--- src/rtl/mux_arbiter.sv ---
// ============================================================================
// Module   : mux_arbiter
// Purpose  : 8-lane burst arbiter driving an 8-bit data mux; round-robin by
//            default, fixed lowest-index priority when ARB_FIXED_PRIO_EN is set.
// Revision : 1.0 - initial release
// ============================================================================
`default_nettype none

module mux_arbiter #(
   parameter int BURST_MAX = 4
) (
   input  logic        clk,
   input  logic        rst_n,
   input  logic [7:0]  req,
   input  logic [63:0] data_in,
   input  logic        out_ready,
   output logic [7:0]  out,
   output logic        out_valid,
   output logic [7:0]  gnt,
   output logic [2:0]  Sel,
   output logic        busy
);

   localparam logic [3:0] c_burst_max = 4'(BURST_MAX);

   typedef enum logic [0:0] {
      ST_IDLE  = 1'b0,
      ST_GRANT = 1'b1
   } state_t;

   state_t      state_q, state_d;
   logic [2:0]  sel_q, sel_d;
   logic [3:0]  cnt_q, cnt_d;
   logic [7:0]  gnt_q, gnt_d;
   logic        busy_q, busy_d;
   logic [2:0]  w_win;
   logic        w_xfer;
   logic        w_release;

`ifdef ARB_FIXED_PRIO_EN
   always_comb begin
      w_win = 3'd0;
      for (int k = 7; k >= 0; k--) begin
         if (req[k]) w_win = 3'(k);
      end
   end
`else
   logic [2:0] ptr_q, ptr_d;
   logic       w_found;
   logic [2:0] w_idx;

   // First requester at or above the pointer, wrapping 7 -> 0.
   always_comb begin
      w_win   = 3'd0;
      w_found = 1'b0;
      w_idx   = 3'd0;
      for (int k = 0; k < 8; k++) begin
         w_idx = ptr_q + 3'(k);
         if (!w_found && req[w_idx]) begin
            w_win   = w_idx;
            w_found = 1'b1;
         end
      end
   end
`endif

   assign out_valid = (state_q == ST_GRANT) && req[sel_q];
   assign out       = out_valid ? data_in[{sel_q, 3'b000} +: 8] : 8'h00;
   assign gnt       = gnt_q;
   assign Sel       = sel_q;
   assign busy      = busy_q;

   assign w_xfer    = out_valid && out_ready;
   // Backpressure alone never releases: only a final beat or a dropped request.
   assign w_release = (w_xfer && ((cnt_q + 4'd1) == c_burst_max)) || !req[sel_q];

   always_comb begin
      state_d = state_q;
      sel_d   = sel_q;
      cnt_d   = cnt_q;
`ifndef ARB_FIXED_PRIO_EN
      ptr_d   = ptr_q;
`endif
      if ((state_q == ST_IDLE) || w_release) begin
         cnt_d = 4'd0;
         if (|req) begin
            state_d = ST_GRANT;
            sel_d   = w_win;
`ifndef ARB_FIXED_PRIO_EN
            ptr_d   = w_win + 3'd1;
`endif
         end else begin
            state_d = ST_IDLE;
         end
      end else if (w_xfer) begin
         cnt_d = cnt_q + 4'd1;
      end
      gnt_d  = (state_d == ST_GRANT) ? (8'd1 << sel_d) : 8'd0;
      busy_d = (state_d == ST_GRANT);
   end

   always_ff @(posedge clk) begin
      if (!rst_n) begin
         state_q <= ST_IDLE;
         sel_q   <= 3'd0;
         cnt_q   <= 4'd0;
         gnt_q   <= 8'd0;
         busy_q  <= 1'b0;
`ifndef ARB_FIXED_PRIO_EN
         ptr_q   <= 3'd0;
`endif
      end else begin
         state_q <= state_d;
         sel_q   <= sel_d;
         cnt_q   <= cnt_d;
         gnt_q   <= gnt_d;
         busy_q  <= busy_d;
`ifndef ARB_FIXED_PRIO_EN
         ptr_q   <= ptr_d;
`endif
      end
   end

endmodule

`default_nettype wire
--- config.mk ---
export PLATFORM = sky130hd
export DESIGN_NAME = mux_arbiter
export DESIGN_NICKNAME = d
export VERILOG_FILES = /design/src/rtl/mux_arbiter.sv
export SDC_FILE = /design/constraint.sdc
export NUM_CORES = 1
export LEC_CHECK = 0
export CORE_AREA = 2 2 77 79
export DETAILED_ROUTE_END_ITERATION = 7
export DIE_AREA = 0 0 79 81
export PLACE_DENSITY_LB_ADDON = 0.12
export SETUP_SLACK_MARGIN = 0.4
export SLEW_MARGIN = 5
export SYNTH_ARGS = -nofsm -noshare
export SYNTH_HDL_FRONTEND = slang
export SYNTH_SLANG_ARGS = --single-unit
export TNS_END_PERCENT = 100
--- constraint.sdc ---
create_clock -name clk -period 4.6 [get_ports clk]
set_clock_uncertainty 0.15 [all_clocks]
set_input_delay 0.69 -clock clk [delete_from_list [all_inputs] [get_ports clk]]
set_output_delay 0.69 -clock clk [all_outputs]
set_load 0.005 [all_outputs]
==> impl_metrics.prom <==
# TYPE chip_impl_metric gauge
chip_impl_metric{name="yosysUniqueCellTypes",unit=""} 59
chip_impl_metric{name="number_of_hold_buffers_added_after_cts",unit=""} 0
chip_impl_metric{name="wire_per_inst",unit="um"} 16.47
chip_impl_info{name="crit_path_end_kind",value="primary output"} 1
chip_impl_metric{name="synth_largest_type_area_fraction",unit="%"} 26.37
chip_impl_metric{name="post_cts_resized",unit=""} 0
chip_impl_info{name="postSynth.topFlopCell",value="dfxtp_1"} 1
chip_impl_metric{name="syn-num-nets",unit=""} 306
chip_impl_info{name="clock_tree_from_tritoncts",value="yes"} 1
chip_impl_metric{name="tightestPinTransition",unit="ns"} 0.7207
chip_impl_metric{name="wire_length_of_the_first_global_routing_pass",unit="um"} 10180
chip_impl_metric{name="area_overhead_vs_synth",unit="%"} 42.28
chip_impl_metric{name="grt.total_usage",unit="%"} 19.79
chip_impl_info{name="critical_path.reg2reg.startpoint",value="ptr_q[0]"} 1
chip_impl_info{name="cp-start-kind",value="input port"} 1
chip_impl_metric{name="drtIter0Drc",unit=""} 112
chip_impl_info{name="cell_types_with_the_largest_area_share_after_synthesis",value="mux4_2 26%, dfxtp_1 16%, mux2i_1 7.1%"} 1
chip_impl_metric{name="skew_pair_late_insertion_delay",unit="ns"} 0.25
chip_impl_metric{name="initial_utilization",unit="%"} 42.13
chip_impl_metric{name="postSynthRegisterBits",unit=""} 19
chip_impl_metric{name="cts_num_sinks",unit=""} 19
chip_impl_metric{name="cts_inserted_buffers",unit=""} 3
chip_impl_metric{name="cts.clk_slew.worst_paths",unit="ns"} 0.06
chip_impl_metric{name="leakage_power_of_the_design",unit="uW"} 0.001205
chip_impl_metric{name="drc_errors",unit=""} 0
chip_impl_metric{name="critical_path.max_fanout",unit=""} 14
chip_impl_metric{name="clock_path_buffers",unit=""} 2
chip_impl_metric{name="cts_setup_buffers",unit=""} 0
chip_impl_metric{name="dieWidth",unit="um"} 79
chip_impl_metric{name="final-hold-violation-count",unit=""} 0
chip_impl_info{name="status",value="complete, no violations"} 1
chip_impl_metric{name="setup_violations",unit=""} 0
chip_impl_metric{name="antenna_violations_before_repair",unit=""} 0
chip_impl_metric{name="port_buffers",unit=""} 95
chip_impl_metric{name="layout-drive-gt1-share",unit="%"} 19.24
chip_impl_metric{name="number_of_global_route_vias_before_repair",unit=""} 2099
chip_impl_metric{name="edff_count_synth",unit=""} 0
chip_impl_metric{name="cap_violations",unit=""} 0
chip_impl_metric{name="htree_levels",unit=""} 1
chip_impl_metric{name="detailed_placement_wirelength_estimate",unit="um"} 5248
chip_impl_metric{name="final_core_utilization",unit="%"} 59.94
chip_impl_metric{name="die_area",unit="sq um"} 6399
chip_impl_metric{name="post-route-period-util",unit="%"} 83.80
chip_impl_metric{name="vias",unit=""} 2201
chip_impl_info{name="synth_top_cell_by_area",value="mux4_2"} 1
chip_impl_info{name="rsz0062_at_grt",value="no"} 1
chip_impl_metric{name="first_pass_iters",unit=""} 4
chip_impl_metric{name="place.gp.congestion",unit=""} 0.9184
chip_impl_metric{name="synthCells",unit=""} 227
chip_impl_info{name="most_common_cell_in_the_netlist",value="mux4_2"} 1
chip_impl_info{name="worst_setup_path_startpoint",value="req[1]"} 1
chip_impl_metric{name="count_of_nets_left_with_antenna_violations_after_detail_routing",unit=""} 0
chip_impl_metric{name="timing.max_slew.rel_slack",unit="%"} 51.89
chip_impl_metric{name="synth_async_sr_flop_share",unit="%"} 0
chip_impl_info{name="min_from",value="cnt_q[3]"} 1
chip_impl_metric{name="netlist_area",unit="sq um"} 2391
chip_impl_metric{name="drv_slew",unit=""} 0
chip_impl_metric{name="total_negative_setup_slack",unit="ns"} 0
chip_impl_metric{name="route.final.wire_length",unit="um"} 6457
chip_impl_metric{name="worst_ep_arrival_time",unit="ns"} 3.01
chip_impl_metric{name="synth_sequential_area_ratio",unit="%"} 15.91
chip_impl_metric{name="final.fill_count",unit=""} 495
chip_impl_metric{name="largest_net_degree_at_the_start_of_global_routing",unit=""} 19
chip_impl_info{name="min_path_type",value="reg -> reg"} 1
chip_impl_info{name="post_synth_top_cells",value="28 x mux4_2, 25 x nor2_1, 19 x dfxtp_1"} 1
chip_impl_metric{name="fin_crit",unit="ns"} 3.855
chip_impl_metric{name="post-place-cells",unit=""} 388
chip_impl_metric{name="placementRows",unit=""} 28
chip_impl_metric{name="p_per_area",unit="nW/um^2"} 557.5
chip_impl_metric{name="final-instance-count-excl-fill",unit=""} 392
chip_impl_metric{name="grt_remaining_overflow",unit=""} 0
chip_impl_metric{name="die_h",unit="um"} 81
chip_impl_metric{name="timing.fmax",unit="MHz"} 259.4
chip_impl_metric{name="post_synth.cell_area_avg",unit="sq um"} 10.53
chip_impl_info{name="timing_worst_setup_path_type",value="in -> out"} 1
chip_impl_metric{name="cp.required",unit="ns"} 3.76
chip_impl_metric{name="vias_per_cell",unit=""} 5.615
chip_impl_metric{name="maximum_vdd_ir_drop",unit="V"} 0.0002958
chip_impl_metric{name="antennaDiodeCount",unit=""} 0
chip_impl_metric{name="net_count_of_the_finished_layout",unit=""} 397
chip_impl_metric{name="ys_warn_count",unit=""} 0
chip_impl_metric{name="worst-r2r-setup-slack",unit="ns"} 0.84
chip_impl_info{name="clock_tree.root_cell",value="clkbuf_8"} 1
chip_impl_metric{name="core_area",unit="sq um"} 5675
chip_impl_metric{name="io_pins",unit=""} 96
==> registers in the layout (all words and copies together), names as in the netlist <==
signal  cells
Sel         3
ptr_q       3
busy        1
cnt_q       4
gnt         8
==> final cells by class <==
cell class	instances	area, sq um	area share [%]
tap	75	93.84	2.758
timing repair buffer	100	988.4	29.05
sequential	19	380.4	11.18
clock buffer	4	45.04	1.324
inverter	13	48.80	1.434
multi-input combinational	181	1846	54.25
==> power by group <==
group          switching [uW]  total, uW  internal, uW
Clock                    53.2        115          61.5
Combinational             741       1530           785
Sequential               43.6        256           212
==> metrics by stage <==
step	hold WS [ns]	setup slack [ns]	cell area (sq um)	power (uW)
2_1_floorplan	0.3496	1.118	2391	1427
3_3_place_gp	0.3672	0.7700	3357	1777
3_5_place_dp	0.3798	0.7745	3357	1775
4_1_cts	0.3960	0.7573	3402	1898
5_1_grt	0.4502	0.5541	3402	2027
6_report	0.3916	0.7451	3402	1897
==> path summary, 6_finish.rpt <==
| kind | to | depth (start not counted) |
|---|---|---|
| hold / removal | cnt_q[3] | 2 |
| hold reg to reg | cnt_q[3] | 2 |
| setup reg to reg | gnt[2] | 10 |
| setup / recovery | out[4] | 6 |
==> layer usage <==
metal / up-vias / routed length [um] / global-route usage [%]
li1: 1066 / - / -
met1: 1050 / 2635 / 24.69
met2: 79 / 3434 / 36.27
met3: 6 / 310 / 3.444
met4: 0 / 77 / 3.621
met5: - / 0 / 0
==> worst max-delay path: stages <==
cell,delay [ns]
clkdlybuf4s50_1,0.55
mux4_2,0.52
mux2_2,0.27
nand2_1,0.37
nor2_1,0.14
clkdlybuf4s50_1,0.47
==> kinds of logic after synthesis <==
family                   share of synthesized area [%]
buffers and inverters                            6.907
adder cells (fa/ha/maj)                          2.093
AND/OR/NAND/NOR                                  16.43
flip-flops                                       15.91
XOR/XNOR                                         2.931
AO/OA/AOI/OAI                                    14.29
multiplexers                                     41.44
==> cells in the final DEF, fill, tap and decap left out, drive strengths merged, types with 2 or more instances in the layout <==
| cell | instances |
|---|---|
| nor3 | 4 |
| nor4 | 2 |
| clkdlybuf4s50 | 95 |
| or2 | 2 |
| o211ai | 3 |
| buf | 5 |
| mux4 | 30 |
| a31oi | 4 |
| inv | 13 |
| a221oi | 2 |
| dfxtp | 19 |
| clkbuf | 4 |
| and2 | 2 |
| or3 | 2 |
| ha | 4 |
| and3 | 2 |
| o22ai | 2 |
| nor2 | 26 |
| xor2 | 5 |
| a21oi | 7 |
| nand3 | 9 |
| mux2 | 7 |
| a211o | 2 |
| a211oi | 2 |
| mux2i | 19 |
| o21ai | 9 |
| xnor2 | 3 |
| nand2 | 9 |
| nor3b | 7 |
| o21a | 3 |
Note: power is estimated with default switching activity, not from simulation.
